## config.mk

```make
export PLATFORM = sky130hd
export DESIGN_NAME = shwr_integral_readout
export DESIGN_NICKNAME = d
export VERILOG_FILES = /design/src/rtl/shwr_integral_readout_pkg.sv /design/src/rtl/shwr_rdout_fifo.sv /design/src/rtl/shwr_integral_readout.sv
export SDC_FILE = /design/constraint.sdc
export NUM_CORES = 1
export LEC_CHECK = 0
export BUFFER_PORTS_ARGS = -buffer_cell sky130_fd_sc_hd__buf_4
export CORE_ASPECT_RATIO = 0.7
export CORE_MARGIN = 5
export CORE_UTILIZATION = 51
export CTS_CLUSTER_SIZE = 20
export DETAILED_ROUTE_END_ITERATION = 10
export GPL_TIMING_DRIVEN = 0
export PLACE_DENSITY_LB_ADDON = 0.1
export SYNTH_ARGS = -nofsm -noshare
export SYNTH_HDL_FRONTEND = slang
export SYNTH_SLANG_ARGS = --single-unit
```

## constraint.sdc

```tcl
create_clock -name CLK120 -period 8.2 [get_ports CLK120]
set_input_delay 0.41 -clock CLK120 [delete_from_list [all_inputs] [get_ports CLK120]]
set_output_delay 0.41 -clock CLK120 [all_outputs]
set_load 0.1 [all_outputs]
```

## src/rtl/shwr_integral_readout_pkg.sv

```systemverilog
// Shared widths, defaults and types for the shower integral readout.
// Entry layout MSB..LSB: evt_id, trunc, sat, peak, baseline, integral.
package shwr_integral_readout_pkg;

  localparam int ADC_WIDTH                = 12;
  localparam int SHWR_AREA_WIDTH          = 19;
  localparam int SHWR_BASELINE_EXTRA_BITS = 2;
  localparam int SHWR_AREA_BINS           = 5;

  localparam int SHWR_RDOUT_FIFO_DEPTH = 4;
  localparam int SHWR_RDOUT_SETTLE     = SHWR_AREA_BINS + 3;

  localparam int EVT_W   = 12;
  localparam int BASE_W  = ADC_WIDTH + SHWR_BASELINE_EXTRA_BITS;
  localparam int ENTRY_W = EVT_W + 2 + ADC_WIDTH + BASE_W
                         + SHWR_AREA_WIDTH;

  typedef enum logic [1:0] {
    S_IDLE,
    S_COUNT,
    S_DONE
  } cap_state_t;

  typedef struct packed {
    logic [EVT_W-1:0]           evt_id;
    logic                       trunc;
    logic                       sat;
    logic [ADC_WIDTH-1:0]       peak;
    logic [BASE_W-1:0]          baseline;
    logic [SHWR_AREA_WIDTH-1:0] integral;
  } rdout_entry_t;

endpackage

```

## src/rtl/shwr_rdout_fifo.sv

```systemverilog
// Readout FIFO: storage, wrap-bit pointers, flags, registered pop port.
// Ports: clk, rst_n, wr_en/wr_data, rd_en -> rd_data/rd_valid, empty, full.
module shwr_rdout_fifo #(
  parameter int WIDTH = 8,
  parameter int DEPTH = 4
) (
  input  logic             clk,
  input  logic             rst_n,
  input  logic             wr_en,
  input  logic [WIDTH-1:0] wr_data,
  input  logic             rd_en,
  output logic [WIDTH-1:0] rd_data,
  output logic             rd_valid,
  output logic             empty,
  output logic             full
);

  localparam int AW = $clog2(DEPTH);

  logic [WIDTH-1:0] mem [DEPTH];
  logic [AW:0]      wp;
  logic [AW:0]      rp;
  logic             do_rd;
  logic             do_wr;

  assign empty = (wp == rp);
  assign full  = (wp[AW] != rp[AW])
              && (wp[AW-1:0] == rp[AW-1:0]);

  // A pop frees a slot on the same edge, so a full FIFO still
  // accepts a write when it is popped at the same time.
  assign do_rd = rd_en && !empty;
  assign do_wr = wr_en && (!full || do_rd);

  always_ff @(posedge clk) begin
    if (do_wr) mem[wp[AW-1:0]] <= wr_data;
  end

  always_ff @(posedge clk or negedge rst_n) begin
    if (!rst_n) begin
      wp       <= '0;
      rp       <= '0;
      rd_data  <= '0;
      rd_valid <= 1'b0;
    end else begin
      rd_valid <= do_rd;
      if (do_wr) wp <= wp + 1'b1;
      if (do_rd) begin
        rp      <= rp + 1'b1;
        rd_data <= mem[rp[AW-1:0]];
      end
    end
  end

endmodule

```

## src/rtl/shwr_integral_readout.sv

```systemverilog
// Captures one integral result per trigger window into a readout FIFO.
// Ports: CLK120, RESET_N, TRIGGERED, producer fields, RD_EN -> FIFO outputs.
module shwr_integral_readout
  import shwr_integral_readout_pkg::*;
#(
  parameter int FIFO_DEPTH = SHWR_RDOUT_FIFO_DEPTH,
  parameter int SETTLE     = SHWR_RDOUT_SETTLE
) (
  input  logic                       CLK120,
  input  logic                       RESET_N,
  input  logic                       TRIGGERED,
  input  logic [SHWR_AREA_WIDTH-1:0] INTEGRAL,
  input  logic [BASE_W-1:0]          BASELINE,
  input  logic [ADC_WIDTH-1:0]       PEAK,
  input  logic                       SATURATED,
  input  logic                       RD_EN,
  output logic [ENTRY_W-1:0]         RD_DATA,
  output logic                       RD_VALID,
  output logic                       EMPTY,
  output logic                       FULL,
  output logic [7:0]                 OVERFLOW_CNT
);

  localparam int CW = $clog2(SETTLE + 1);

  cap_state_t   state;
  logic [CW-1:0] cnt;
  logic [EVT_W-1:0] evt_id;
  logic         cap;
  logic         trunc;
  logic         drop;
  rdout_entry_t ent;

  // A falling window while counting captures the still-frozen
  // producer values early and flags them as truncated.
  always_comb begin
    cap   = 1'b0;
    trunc = 1'b0;
    if (state == S_COUNT) begin
      if (!TRIGGERED) begin
        cap   = 1'b1;
        trunc = 1'b1;
      end else if (cnt == CW'(SETTLE)) begin
        cap = 1'b1;
      end
    end
  end

  assign drop = cap && FULL && !RD_EN;

  always_comb begin
    ent.evt_id   = evt_id;
    ent.trunc    = trunc;
    ent.sat      = SATURATED;
    ent.peak     = PEAK;
    ent.baseline = BASELINE;
    ent.integral = INTEGRAL;
  end

  always_ff @(posedge CLK120 or negedge RESET_N) begin
    if (!RESET_N) begin
      state        <= S_IDLE;
      cnt          <= '0;
      evt_id       <= '0;
      OVERFLOW_CNT <= '0;
    end else begin
      if (cap) evt_id <= evt_id + 1'b1;
      if (drop && OVERFLOW_CNT != 8'hff)
        OVERFLOW_CNT <= OVERFLOW_CNT + 1'b1;
      unique case (state)
        S_IDLE: begin
          if (TRIGGERED) begin
            state <= S_COUNT;
            cnt   <= CW'(1);
          end
        end
        S_COUNT: begin
          if (!TRIGGERED) begin
            state <= S_IDLE;
            cnt   <= '0;
          end else if (cnt == CW'(SETTLE)) begin
            state <= S_DONE;
          end else begin
            cnt <= cnt + 1'b1;
          end
        end
        S_DONE: begin
          if (!TRIGGERED) begin
            state <= S_IDLE;
            cnt   <= '0;
          end
        end
        default: begin
          state <= S_IDLE;
          cnt   <= '0;
        end
      endcase
    end
  end

  shwr_rdout_fifo #(
    .WIDTH (ENTRY_W),
    .DEPTH (FIFO_DEPTH)
  ) u_fifo (
    .clk      (CLK120),
    .rst_n    (RESET_N),
    .wr_en    (cap),
    .wr_data  (ent),
    .rd_en    (RD_EN),
    .rd_data  (RD_DATA),
    .rd_valid (RD_VALID),
    .empty    (EMPTY),
    .full     (FULL)
  );

endmodule
```

# == Yosys cells after proc, flatten, opt, wreduce, memory -nomap -nowiden ==
# Memory sizes are Yosys's and may differ from the RTL's. A register that Yosys moved wholly into a read port is not among the register bits.
# Cells that the tools add are included.
# W data, S select, Z words.
# totals
register_bits,33
mem_bits_rw,236
in_bits,50
output_inout_bits,70
memories,1
# op_classes
n_addsub,5
eq_ne,11
n_mux,17
reduce_logical,14
# memory_table
memory,words,width,read_ports,rd_ports_with_merged_regs,write_ports,line,source
u_fifo.mem,4,59,1,1,1,shwr_rdout_fifo.sv:20,logic [WIDTH-1:0] mem [DEPTH];
# op_table
cell,n
$mux W4,4
$add A12 B1 Y12 const B,1
$pmux W4 S3,1
$add A8 B1 Y8 const B,1
$mux W2,4
$ne A8 B8 Y1 const B,1
$mux W1,7
$add A3 B1 Y3 const B,2
$logic_and A1 B1 Y1,6
$pmux W2 S3,1
$reduce_and A3 Y1,2
$add A4 B1 Y4 const B,1
$eq A4 B4 Y1 const B,1
$logic_not A1 Y1,4
$ne A2 B2 Y1 const B,2
$eq A3 B3 Y1,1
$ne A3 B2 Y1 const B,1
$ne A3 B3 Y1 const B,1
$eq A2 B1 Y1 const B,1
$eq A2 B2 Y1,1
$eq A2 B2 Y1 const B,1
$logic_not A2 Y1,1
$logic_or A1 B1 Y1,1
$ne A1 B1 Y1,1

# == Logic depth before layout (Yosys ltp) ==
# logic_depth
word_depth,7
mapped_depth,8
ltp_nobuf,7

# == Cells and area by module ==
# From an unflattened synthesis, not the netlist that was laid out.
# unflattened
hier_cells,604
hier_area_um2,12515.8
# by_module_without_submodules
mod,instances,cells_each,area_each_um2
shwr_rdout_fifo,1,480,11199.5
shwr_integral_readout,1,124,1316.3

# == Least setup slack after synthesis ==
# Ideal clock, no wire load.
# synth_path
kind,register -> register
startpoint,register cnt[0]
endpoint,memory u_fifo.mem[3][0] (netlist bit) (enable)
arrival_time_ns,2.712
path_slack_ns,5.064
stages_incl_launch_ff,7
path_buffers,1
period_less_slack_ns,3.136
path_cell_list,dfrtp_1 > inv_1 > ha_1 > nand3b_1 > a21oi_2 > buf_2 > and3_1
# synth_between
elab_chain_len,7
# synth_lines
element,line,source
start: declaration,shwr_integral_readout.sv:27,logic [CW-1:0] cnt;
start signal: assignment,shwr_integral_readout.sv:84,cnt <= cnt + 1'b1;
$eq A4 B4 Y1,shwr_integral_readout.sv:43,end else if (cnt == CW'(SETTLE)) begin
$mux W1,shwr_integral_readout.sv:43,
$mux W1,shwr_integral_readout.sv:40,if (!TRIGGERED) begin
$mux W1,shwr_integral_readout.sv:39,if (state == S_COUNT) begin
$logic_and A1 B1 Y1,shwr_rdout_fifo.sv:33,assign do_wr = wr_en && (!full || do_rd);
$mux W1,shwr_rdout_fifo.sv:36,if (do_wr) mem[wp[AW-1:0]] <= wr_data;
$mux W1 (not written as such),shwr_rdout_fifo.sv:36,
end: declaration,shwr_rdout_fifo.sv:20,
# No other way between the ends.

# == Final worst setup path ==
# layout_path
startpoint,register cnt[0]
endpoint,memory u_fifo.mem[2][4] (netlist bit) (enable)
# Same word-level chain as after synthesis.

==> results.md <==
Run status:
- The run finished with clean final reports.

STA:
- The setup TNS is 0 ps.
- The time the worst path needs with I/O delays and setup is 2720 ps.
- The maximum clock frequency is 368 MHz.
- For the pin with the worst max-slew slack, the measured transition is 790 ps.
- The final worst clock skew is 16.6 ps.
- Headroom to the max-slew limit came out at 0.460.
- In the finished design, the share of the clock period the worst path needs comes to 0.332.
- The count of pins over their slew limit was 0.
- The final-report hold violation count is 0.
- Setup violations remaining at the end of the flow were counted as 0.
- Setup repair after global routing left no endpoint under its margin.

CTS:
- CTS built an H-tree with a depth of 1.
- Clock-pin slew was measured on the worst setup and hold paths at 60 ps.
- TritonCTS built the clock tree.
- Buffers added to address setup during post-CTS repair amount to 0.
- The clock passes through at most 3 buffers.
- Once the clock tree was built, the resizer swapped 0 gates to a different size.
- In this run, post-CTS hold repair placed 0 buffers.
- Clock tree synthesis inserted a total of 31 buffers.
- The clock net sink count is 328.
- The clock tree root buffer cell is sky130_fd_sc_hd__clkbuf_16.
- The later pin in the worst-skew pair is clocked with a latency of 540 ps.

Floorplan:
- The initial utilization of the core area, before any placement, comes to 0.520.
- The cell row count is 47.
- The floorplan die width is 196 um.
- The floorplan step defined a core boundary enclosing 23800 um^2.
- Measured along the y axis, the die boundary spans 140 um.
- The die covers 27500 um^2.
- The number of top-level pins is 120.

Synth:
- Of the synthesized area, sequential elements account for 0.760.
- The leading area contributor after synthesis is sky130_fd_sc_hd__edfxtp_1.
- The share of synthesized area in the top cell type comes to 0.573.
- A synthesized cell averages 21.0 um^2.
- The post-synthesis register bit count is 328.
- After synthesis, the netlist uses 38 different library cells.
- The post-synth net total is 648.
- The synthesized area is 12400 um^2.
- The Yosys step of the flow raised 0 warnings.
- After technology mapping, the gate count stands at 589.
- By area the synthesized netlist is led by sky130_fd_sc_hd__edfxtp_1 57%, sky130_fd_sc_hd__dfrtp_1 19%, sky130_fd_sc_hd__mux4_2 11%.

Place:
- Input and output buffers added on the ports amount to 118.
- The last weighted congestion value of the routability-driven placer is 0.740.
- The estimated wirelength of the detail-placed design is 13.8 mm.

GRT:
- The largest net degree at the start of global routing is 93.
- The first global-routing pass estimated 36.3 mm of wire.
- The total overflow left after global routing is 0.
- The overall track demand over capacity in global routing is 0.168.
- The via count of the first global-routing pass came to 6478.
- The number of antenna violations at the first check in global routing is 0.

Routing:
- The via total after detailed routing is 5962.
- The detail-routed net length per standard cell is 20.8 um.
- The remaining routing DRC violations is 0.
- The via density per instance is 5.48.
- The number of violations reported at the end of detailed-routing iteration 0 is 283.
- The number of optimization iterations in the first detailed-route pass is 4.
- The count of nets left with antenna violations once routing finished came out at 0.
- Wires add up to 22.6 mm.

Critical path:
- At the worst endpoint, the required time is 8420 ps.
- The worst setup path is launched from a flop.
- The critical path start-end classification is flop to flop.
- The arrival time of the worst setup path is 2940 ps.
- Of all nets on the critical path, the largest fanout is 30.
- The critical path's largest stage delay is 570 ps.
- The endpoint type of the worst setup path is a flop.
- The critical path goes through inv_1, ha_1, nand3b_1, a21oi_2, buf_2, and3_4, buf_12.
- Among all stages on the critical path, the largest delay is contributed by sky130_fd_sc_hd__and3_4.

Worst hold path:
- The class of the tightest hold or removal check is primary input to flop.

Finish:
- The post-synthesis to final-layout area growth is 19.8%.
- At the end of the flow, the number of nets in the layout was 805.
- Of the cells placed in the final design, the portion with a size suffix greater than 1 is 0.417.
- 0 antenna diodes ended up in the layout.

Flow run:
- The number of max-capacitance violations reported is 0.
==> layout by cell type (no fill, tap or decap), drive strengths merged, types with 2 or more instances in the layout <==
cell type / netlist / final
nand3: 8 / 8
o22ai: 3 / 3
bufinv: 0 / 3
clkinv: 0 / 14
nand2: 10 / 10
ha: 9 / 9
o21ai: 3 / 3
nor3: 3 / 3
xnor2: 15 / 15
nand4: 4 / 4
edfxtp: 236 / 236
mux2: 63 / 63
and2: 2 / 2
mux4: 59 / 59
a21oi: 3 / 3
xor2: 11 / 11
buf: 17 / 140
nor2: 13 / 13
a22o: 3 / 3
dfrtp: 92 / 92
inv: 9 / 10
clkbuf: 7 / 45
and3: 9 / 9
==> critical path, delay by kind of cell (launching register included) <==
| family | cells | cell delay [ps] |
|---|---|---|
| compound gates | 1 | 310 |
| simple gates | 2 | 820 |
| flops | 1 | 420 |
| buf+inv | 3 | 670 |
| fa+ha+maj | 1 | 160 |
==> kinds of logic after synthesis <==
logic type	count (synthesis)	synth area share
DFF	328	0.760
muxes	122	0.165
and+or+nand+nor	55	0.0247
buffers and inverters	33	0.0122
xor gates and xnor gates	26	0.0202
AOI/OAI and AO/OA	16	0.00881
adders and majority gates	9	0.00911
==> per-layer routing <==
metal / share of wire / GRT usage
met1: 0.46 / 0.244
met2: 0.48 / 0.272
met3: 0.050 / 0.0334
met4: 0.016 / 0.0301
met5: 0 / 0
==> metrics by stage <==
step                       util  hold slack, ps  setup slack [ps]  std cells  area (um^2)
after floorplan               -             114              5060        589        12400
after global placement    0.574             491              3610       1025        13600
after detailed placement  0.579             498              5450       1029        13800
after CTS                 0.621            37.3              5420       1086        14800
after global routing      0.623            34.0              5290       1088        14800
final                     0.623            60.9              5480       1088        14800
==> cells in the mapped netlist <==
cell type / number
sky130_fd_sc_hd__and4_1: 1
sky130_fd_sc_hd__ha_1: 9
sky130_fd_sc_hd__nand2_1: 10
sky130_fd_sc_hd__xor2_1: 10
sky130_fd_sc_hd__xnor2_2: 2
sky130_fd_sc_hd__mux2_2: 62
sky130_fd_sc_hd__nor3_1: 1
sky130_fd_sc_hd__a2111oi_0: 1
sky130_fd_sc_hd__a31oi_1: 1
sky130_fd_sc_hd__clkbuf_1: 7
sky130_fd_sc_hd__or3b_1: 1
sky130_fd_sc_hd__nor3_2: 1
sky130_fd_sc_hd__o31ai_1: 1
sky130_fd_sc_hd__a21oi_2: 1
sky130_fd_sc_hd__xor2_2: 1
sky130_fd_sc_hd__o21a_1: 1
sky130_fd_sc_hd__nor2_1: 13
sky130_fd_sc_hd__inv_1: 9
sky130_fd_sc_hd__o21ai_0: 3
sky130_fd_sc_hd__nand4_1: 4
sky130_fd_sc_hd__mux4_2: 59
sky130_fd_sc_hd__a22o_1: 3
sky130_fd_sc_hd__nand2b_1: 1
sky130_fd_sc_hd__dfrtp_1: 92
sky130_fd_sc_hd__buf_6: 1
sky130_fd_sc_hd__nand3b_1: 1
sky130_fd_sc_hd__o22ai_1: 3
sky130_fd_sc_hd__nor3_4: 1
sky130_fd_sc_hd__a21oi_1: 2
sky130_fd_sc_hd__nand3_1: 8
sky130_fd_sc_hd__xnor2_1: 13
sky130_fd_sc_hd__and2_1: 2
sky130_fd_sc_hd__and3_1: 9
sky130_fd_sc_hd__nor3b_1: 1
sky130_fd_sc_hd__nand4b_2: 1
sky130_fd_sc_hd__buf_2: 16
sky130_fd_sc_hd__edfxtp_1: 236
sky130_fd_sc_hd__mux2_4: 1
==> area by class of cell <==
| class | count | area (um^2) |
|---|---|---|
| Clock inverter | 19 | 171 |
| Timing Repair Buffer | 124 | 1030 |
| Inverter | 9 | 33.8 |
| Multi-Input combinational cell | 228 | 2840 |
| Clock buffer | 38 | 822 |
| Buffer | 24 | 118 |
| Tap cell | 318 | 398 |
| Sequential cell | 328 | 9390 |
| Fill cell | 1706 | 8960 |
==> path summary, 6_finish.rpt <==
kind | from | to | slack [ps] | cells past startpoint
min in group asynchronous | RESET_N | u_fifo.rd_data[16] | 220 | 2
worst min register to register | u_fifo.rd_data[54] | u_fifo.rd_data[54] | 510 | 1
worst max-delay path | cnt[0] | u_fifo.mem[2][4] | 5480 | 7
max in group asynchronous | RESET_N | OVERFLOW_CNT[0] | 7300 | 3
worst min-delay path | BASELINE[10] | u_fifo.mem[1][29] | 60 | 1
worst max register to register | cnt[0] | u_fifo.mem[2][4] | 5480 | 7
==> state kept, by name, indices dropped and copies added (netlist names) <==
name and flops:
u_fifo.rp 3, u_fifo.mem 236, u_fifo.rd_valid 1, OVERFLOW_CNT 8, state 2, cnt 4, u_fifo.wp 3, u_fifo.rd_data 59
evt_id 12
Power is not shown: default switching activity piles up to over one toggle a cycle in this logic, so the estimate is an artifact.
